==> src/rtl/noc_packet_tx.sv <==
// noc_packet_tx: source-side packetizer feeding the local router input port.
// Accepts a unicast/multicast command, emits one header flit, then passes the
// payload stream through with out_last on the final flit.
// Optional build macro NOC_TX_OUTREG_EN: registers the output through a
// 2-entry skid buffer (+1 cycle latency, full throughput).
module noc_packet_tx #(
    parameter int FLIT_WIDTH = 32,
    parameter int LEN_WIDTH  = 8
) (
    input  logic                  clk,
    input  logic                  rst_n,
    input  logic                  cmd_valid,
    output logic                  cmd_ready,
    input  logic                  cmd_mcast,
    input  logic [3:0]            cmd_dest,
    input  logic [7:0]            cmd_bounds,
    input  logic [FLIT_WIDTH-14:0] cmd_tag,
    input  logic [LEN_WIDTH-1:0]  cmd_len,
    output logic                  cmd_err,
    input  logic [FLIT_WIDTH-1:0] data_flit,
    input  logic                  data_valid,
    output logic                  data_ready,
    output logic [FLIT_WIDTH-1:0] out_flit,
    output logic                  out_last,
    output logic                  out_valid,
    input  logic                  out_ready
);

    localparam int TAG_WIDTH = FLIT_WIDTH - 13;

    typedef enum logic [1:0] {
        IDLE,
        HEAD,
        BODY
    } state_t;

    state_t                 state, state_next;
    logic [LEN_WIDTH-1:0]   rem, rem_next;
    logic [3:0]             dest_q;
    logic [7:0]             bounds_q;
    logic [TAG_WIDTH-1:0]   tag_q;
    logic                   load;
    logic                   err_next;
    logic [FLIT_WIDTH-1:0]  header;
    logic [FLIT_WIDTH-1:0]  core_flit;
    logic                   core_last;
    logic                   core_valid;
    logic                   core_ready;
    logic [1:0]             c_y;
    logic [1:0]             c_x;
    logic                   mcast_ok;

    assign c_y = cmd_dest[3:2];
    assign c_x = cmd_dest[1:0];

    // Region must contain its central node: bounds = {west,south,east,north}
    assign mcast_ok = (cmd_bounds[1:0] >= c_y) && (cmd_bounds[5:4] <= c_y) &&
                      (cmd_bounds[3:2] >= c_x) && (cmd_bounds[7:6] <= c_x);

    // Forward flag (MSB) is always clear at injection
    assign header = {1'b0, tag_q, bounds_q, dest_q};

    // Next-state and core output decode
    always_comb begin
        state_next = state;
        rem_next   = rem;
        load       = 1'b0;
        err_next   = 1'b0;
        cmd_ready  = 1'b0;
        data_ready = 1'b0;
        core_valid = 1'b0;
        core_last  = 1'b0;
        core_flit  = '0;
        case (state)
            IDLE: begin
                cmd_ready = 1'b1;
                if (cmd_valid) begin
                    if (cmd_mcast && !mcast_ok) begin
                        err_next = 1'b1;
                    end else begin
                        load       = 1'b1;
                        rem_next   = cmd_len;
                        state_next = HEAD;
                    end
                end
            end
            HEAD: begin
                core_valid = 1'b1;
                core_flit  = header;
                core_last  = (rem == '0);
                if (core_ready) begin
                    state_next = (rem == '0) ? IDLE : BODY;
                end
            end
            BODY: begin
                core_flit  = data_flit;
                core_valid = data_valid;
                data_ready = core_ready;
                core_last  = (rem == LEN_WIDTH'(1));
                if (data_valid && core_ready) begin
                    rem_next = rem - LEN_WIDTH'(1);
                    if (rem == LEN_WIDTH'(1)) begin
                        state_next = IDLE;
                    end
                end
            end
            default: state_next = IDLE;
        endcase
    end

    // State, remaining count, latched command fields and error pulse
    always_ff @(posedge clk or negedge rst_n) begin
        if (!rst_n) begin
            state    <= IDLE;
            rem      <= '0;
            dest_q   <= '0;
            bounds_q <= '0;
            tag_q    <= '0;
            cmd_err  <= 1'b0;
        end else begin
            state   <= state_next;
            rem     <= rem_next;
            cmd_err <= err_next;
            if (load) begin
                dest_q   <= cmd_dest;
                bounds_q <= cmd_mcast ? cmd_bounds : '0;
                tag_q    <= cmd_tag;
            end
        end
    end

`ifdef NOC_TX_OUTREG_EN
    logic [FLIT_WIDTH:0] skid [2];
    logic                rd_ptr;
    logic                wr_ptr;
    logic [1:0]          count;
    logic                push;
    logic                pop;

    // Upstream advances only while a skid slot is free
    assign core_ready = (count != 2'd2);
    assign push       = core_valid && core_ready;
    assign pop        = out_valid && out_ready;

    // Two-entry skid FIFO holding {last, flit}
    always_ff @(posedge clk or negedge rst_n) begin
        if (!rst_n) begin
            for (int unsigned i = 0; i < 2; i++) begin
                skid[i] <= '0;
            end
            rd_ptr <= 1'b0;
            wr_ptr <= 1'b0;
            count  <= '0;
        end else begin
            if (push) begin
                skid[wr_ptr] <= {core_last, core_flit};
                wr_ptr       <= ~wr_ptr;
            end
            if (pop) begin
                rd_ptr <= ~rd_ptr;
            end
            count <= count + 2'(push) - 2'(pop);
        end
    end

    assign out_valid = (count != 2'd0);
    assign out_flit  = out_valid ? skid[rd_ptr][FLIT_WIDTH-1:0] : '0;
    assign out_last  = out_valid && skid[rd_ptr][FLIT_WIDTH];
`else
    assign core_ready = out_ready;
    assign out_flit   = core_flit;
    assign out_last   = core_last;
    assign out_valid  = core_valid;
`endif

endmodule

==> config.mk <==
export PLATFORM = sky130hd
export DESIGN_NAME = noc_packet_tx
export DESIGN_NICKNAME = d
export VERILOG_FILES = /design/src/rtl/noc_packet_tx.sv
export SDC_FILE = /design/constraint.sdc
export NUM_CORES = 1
export LEC_CHECK = 0
export BUFFER_PORTS_ARGS = -buffer_cell sky130_fd_sc_hd__buf_2
export CORE_UTILIZATION = 30
export CTS_BUF_LIST = sky130_fd_sc_hd__clkbuf_4
export DETAILED_ROUTE_END_ITERATION = 8
export PLACE_DENSITY = 0.52
export SLEW_MARGIN = 10
export SYNTH_ARGS = -nofsm -noshare
export SYNTH_HDL_FRONTEND = slang
export SYNTH_SLANG_ARGS = --single-unit
==> constraint.sdc <==
create_clock -name clk -period 2.54 [get_ports clk]
set_input_delay 0.254 -clock clk [delete_from_list [all_inputs] [get_ports clk]]
set_output_delay 0.254 -clock clk [all_outputs]
set_load 0.02 [all_outputs]
Yosys cells after proc, flatten, opt, wreduce, memory -nomap -nowiden

Index checks and enable logic that the tools add are counted.

Flip-flop bits (word level): 42
Bits of input ports: 77
Logic and storage cells: 53

Add/sub/neg operators: 1
Magnitude comparators: 4
Eq/ne operators: 8
Multiplexer cells: 23
Reduce and logical (&&, ||, !) cells: 11

Operators by type and width:

| operator                                                               | count |
|---|---|
| 32-bit case mux with 2 select lines                                    | 1 |
| 8-bit two-way mux                                                      | 4 |
| 8-bit case mux with 2 select lines                                     | 1 |
| 2-bit two-way mux                                                      | 6 |
| 2-bit inequality test (second input constant)                          | 5 |
| 8-bit by 1-bit equality test with 1-bit output (second input constant) | 1 |
| 8-bit logical NOT                                                      | 1 |
| 1-bit two-way mux                                                      | 8 |
| 8-bit by 1-bit subtractor with 8-bit output (second input constant)    | 1 |
| 2-bit case mux with 3 select lines                                     | 1 |
| 1-bit logical AND                                                      | 5 |
| 5-bit AND reduction                                                    | 1 |
| 2-bit >= comparator                                                    | 2 |
| 2-bit <= comparator                                                    | 2 |
| 1-bit case mux with 2 select lines                                     | 2 |
| 4-bit AND reduction                                                    | 1 |
| 2-bit by 1-bit equality test with 1-bit output (second input constant) | 1 |
| 2-bit equality test (second input constant)                            | 1 |
| 2-bit logical NOT                                                      | 1 |
| 2-bit nonzero test                                                     | 1 |
| 1-bit logical NOT                                                      | 1 |

Logic depth before layout (Yosys ltp)

Depth after elaboration: 9
Depth in mapped cells: 9
Mapped depth without buffers: 7

Worst setup path after synthesis

No wires, ideal clock.

Kind: in2reg
Start point: input cmd_dest[3]
End point: register dest_q[3]
Arrival time: 1.945 ns
Required time: 2.415 ns
Path slack: 0.470 ns
Stages on the path: 9
Path through: inv_1 ha_1 nor2b_1 a2bb2oi_2 nor4_4 o21bai_2 buf_6 buf_6 mux2_4

Cells in the longest elaborated chain, start to end: 9

Ends and longest elaborated chain:

| what                                                              | RTL line | text |
|---|---|---|
| start, declared                                                   | 15       | `input logic [3:0] cmd_dest,` |
| 2-bit >= comparator / 2-bit <= comparator (equally long branches) | 57       | `assign mcast_ok = (cmd_bounds[1:0] >= c_y) && (cmd_bounds[5:4] <= c_y) &&` |
| 1-bit logical AND (2 in series)                                   | 57       |  |
| 1-bit logical AND                                                 | 58       | `(cmd_bounds[3:2] >= c_x) && (cmd_bounds[7:6] <= c_x);` |
| 1-bit logical NOT                                                 | 78       | `if (cmd_mcast && !mcast_ok) begin` |
| 1-bit logical AND                                                 | 78       |  |
| 1-bit two-way mux                                                 | 78       |  |
| 1-bit two-way mux                                                 | 77       | `if (cmd_valid) begin` |
| 1-bit two-way mux                                                 | 74       | `case (state)` |
| end signal, assigned                                              | 125      | `dest_q <= cmd_dest;` |
| end, declared                                                     | 39       | `logic [3:0] dest_q;` |

Parallel ways exist; a longest one is shown, timed or not.
A chain may end at the register's enable or synchronous reset.

Worst setup path after layout

Start point: register state[0]
End point: output out_last

Cells in the longest elaborated chain, start to end: 2

Ends and longest elaborated chain:

| what                                                                                         | RTL line | text |
|---|---|---|
| start, declared                                                                              | 37       | `state_t state, state_next;` |
| start signal, assigned                                                                       | 121      | `state <= state_next;` |
| 2-bit equality test / 2-bit by 1-bit equality test with 1-bit output (equally long branches) | 74       |  |
| 1-bit case mux with 2 select lines *                                                         | 74       |  |
| end, declared                                                                                | 24       | `output logic out_last,` |

Mark *: on every way between the ends. The rest lies on a longest branch, timed or not.

==> flow_summary.yaml <==
finish:
  fin_cells: 457
  num_antenna_cells: 0
  final_area_mm2: 0.00336
  area_growth_pct: 31.7
  layout-drive-gt1-share: 0.423
  fillCellCount: 854
  nets: 441
routing:
  drtPass1Iterations: 6
  wl_um: 6930
  drt_iter0_markers: 41
  avgRoutedWirePerCell_um: 15.2
  vias: 2295
  via_per_inst: 5.02
  drc: 0
  ant_nets: 0
critical_path:
  cp-end-kind: "output pin"
  crit_path_end: "out_last"
  r2r-end: "rem[4]"
  critical_path_required_ns: 2.29
  path_max_fanout: 30
  startpoint_type: "flop"
  rr_worst_depth: 7
  worstPathArrival_ns: 2.16
  crit_start: "state[0]"
  path_class: "reg2out"
  r2r-start: "state[0]"
  rrSetupSlack_ns: 0.58
sta:
  max_slew.worst_pin.slew_ns: 0.483
  slew_headroom: 0.678
  period_share: 0.950
  tns_ns: 0
  setup_viol: 0
  finalClockSkew_ns: 0.00359
  rsz0062_at_grt: "no"
  hold_violations: 0
  drv_slew: 0
  whs_ns: 0.106
  period_minus_slack_ns: 2.41
  final.setup.worst_slack_ns: 0.128
  max_freq_mhz: 415
logic_synthesis:
  synth-seq-cells: 42
  seq_area_frac_synth: 0.412
  ys_types: 40
  synthXorXnorAreaFrac: 0
  synth_fa_ha_area_frac: 0.0638
  ys.flop_type: "dfrtp_1"
  synth_top_family_by_area: "compound AO/OA/AOI/OAI gates"
  synth.area.mux_share: 0.123
  yosys_warnings: 0
  synth-simple-area-share: 0.0967
  netlist_area_mm2: 0.00255
  synth_fp_nets: 328
  synthArstFlopShare: 1.00
  synth_compound_area_frac: 0.252
  syn_inst: 238
  syn_avg_cell_area_um2: 10.7
  synth_edf_count: 0
floorplan:
  core_mm2: 0.00822
  fp.dieW_um: 94.2
  die_h_um: 94.2
  io_pins: 114
  start_util: 0.310
  fp-row-count: 33
  die_area_mm2: 0.00887
global_routing:
  grt_pass1_vias: 2070
  grt-busiest-layer: "met2"
  grt_max_degree: 31
  track_usage: 0.155
  overflow: 0
  antenna_found_initial: 0
  grtUsageMet2: 0.254
  use_met3: 0.0332
  grt_pass1_wl_um: 10400
  grt_util_met1: 0.208
clocking:
  clockBufferDepth: 2
  clk_transition_reported_paths_ns: 0.13
  cts_sinks: 42
  root_buffer: "clkbuf_4"
  cts_made_buffers: 5
  htreeDepth: 2
  ctsResizeCount: 0
  cts_tree: "yes"
  clk_latency_ns: 0.34
job:
  maxCapViolations: 0
pwr:
  p_leak_nw: 1.71
  p_per_area_mw_per_mm2: 973
  ir_worst_vdd_uv: 311
place:
  dp_cells: 448
  gp_congestion: 0.791
  placed_area_mm2: 0.00326
  dpl_worst_slack_ns: 0.281
  portBuffers: 113
  place.detailed.hpwl_um: 5350
run_status:
  status: "complete, no violations"
min_path:
  hp-class: "in2reg"
[repair_timing]
action	CTS	global route
hold buffers	1	0
setup buffers	0	0
hold endpoints to repair	13	0
[state kept, by name, indices dropped and copies added (netlist names)]
name and count:
tag_q 19, bounds_q 8, rem 8, dest_q 4
state 2, cmd_err 1
[placed cells by master, fill, tap and decap left out, types with 5 or more instances in the layout]
master,netlist,final
inv_1,14,14
buf_4,0,5
mux2_2,9,9
a22o_1,38,38
nand3_1,9,9
clkbuf_4,0,5
mux2_1,10,10
o21ai_0,9,9
nand2_1,10,10
nor2_1,6,6
buf_2,3,113
a21oi_1,15,15
ha_1,13,13
dfrtp_1,42,42
[worst min path at each step]
stage / from / endpoint / slack, ns / cells after the start
6_report: cmd_tag[18] / tag_q[18] / 0.11 / 2
5_1_grt: cmd_tag[14] / tag_q[14] / 0.07 / 2
4_1_cts: cmd_tag[18] / tag_q[18] / 0.08 / 2
3_5_place_dp: rst_n / dest_q[1] / 0.19 / 1
3_3_place_gp: rst_n / dest_q[1] / 0.18 / 1
2_1_floorplan: rst_n / bounds_q[0] / -0.04 / 0
[stage by stage]
stage,power (W),utilization
finish,0.00326,0.408
floorplan,0.00232,-
global placement,0.00283,0.397
detailed placement,0.00285,0.397
CTS,0.00331,0.408
global route,0.00352,0.408
[report_power, final]
part | leakage [nW] | switching (W) | internal (W)
combinational | 1.16 | 0.000902 | 0.000752
sequential | 0.507 | 0.000205 | 0.000964
clock | 0.0456 | 0.000232 | 0.000209
[critical path, stage by stage, from the launching register on]
cell and delay, ns:
dfrtp_1 0.38, inv_1 0.08, ha_1 0.34, and2_1 0.31, buf_12 0.22, nand3_1 0.09, a21oi_1 0.19, buf_2 0.20
[logic make-up (layout without fill, tap and decap cells)]
family,after synthesis,in the layout
AO/OA/AOI/OAI,82,82
adder cells (fa/ha/maj),13,13
flip-flops,42,42
buffers and inverters,30,144
multiplexers,27,27
AND/OR/NAND/NOR,44,44
[cells in the mapped netlist, types with 2 or more instances]
master | n | area [um2]
dfrtp_1 | 42 | 1050
a22o_1 | 38 | 333
a21oi_1 | 15 | 75.1
inv_1 | 14 | 52.6
ha_1 | 13 | 163
clkbuf_1 | 11 | 41.3
mux2_1 | 10 | 113
nand2_1 | 10 | 37.5
mux2_2 | 9 | 101
nand3_1 | 9 | 45.0
o21ai_0 | 9 | 45.0
nor2_1 | 6 | 22.5
and3_1 | 4 | 25.0
mux2_4 | 4 | 60.1
mux2i_1 | 4 | 40.0
a31oi_1 | 3 | 18.8
and2_1 | 3 | 18.8
buf_2 | 3 | 15.0
nor2b_1 | 3 | 18.8
a21o_1 | 2 | 15.0
a2bb2oi_1 | 2 | 17.5
buf_6 | 2 | 22.5
nand2b_1 | 2 | 12.5
nor3_1 | 2 | 10.0
o211ai_1 | 2 | 15.0
o31ai_1 | 2 | 15.0
[cell type report]
cell class / instances / area, um2 / share of cell area
Sequential cell: 42 / 1050 / 0.313
Clock inverter: 3 / 43.8 / 0.0130
Timing Repair Buffer: 122 / 673 / 0.201
Multi-Input combinational cell: 166 / 1370 / 0.407
Clock buffer: 5 / 37.5 / 0.0112
Tap cell: 105 / 131 / 0.0391
Inverter: 14 / 52.6 / 0.0157
[metal layers]
layer	share of wire	vias up
li1	-	1121
met1	0.47	1084
met2	0.46	88
met3	0.065	2
met4	0.0042	0
met5	0	-
Power figures use the tool's default switching activity.
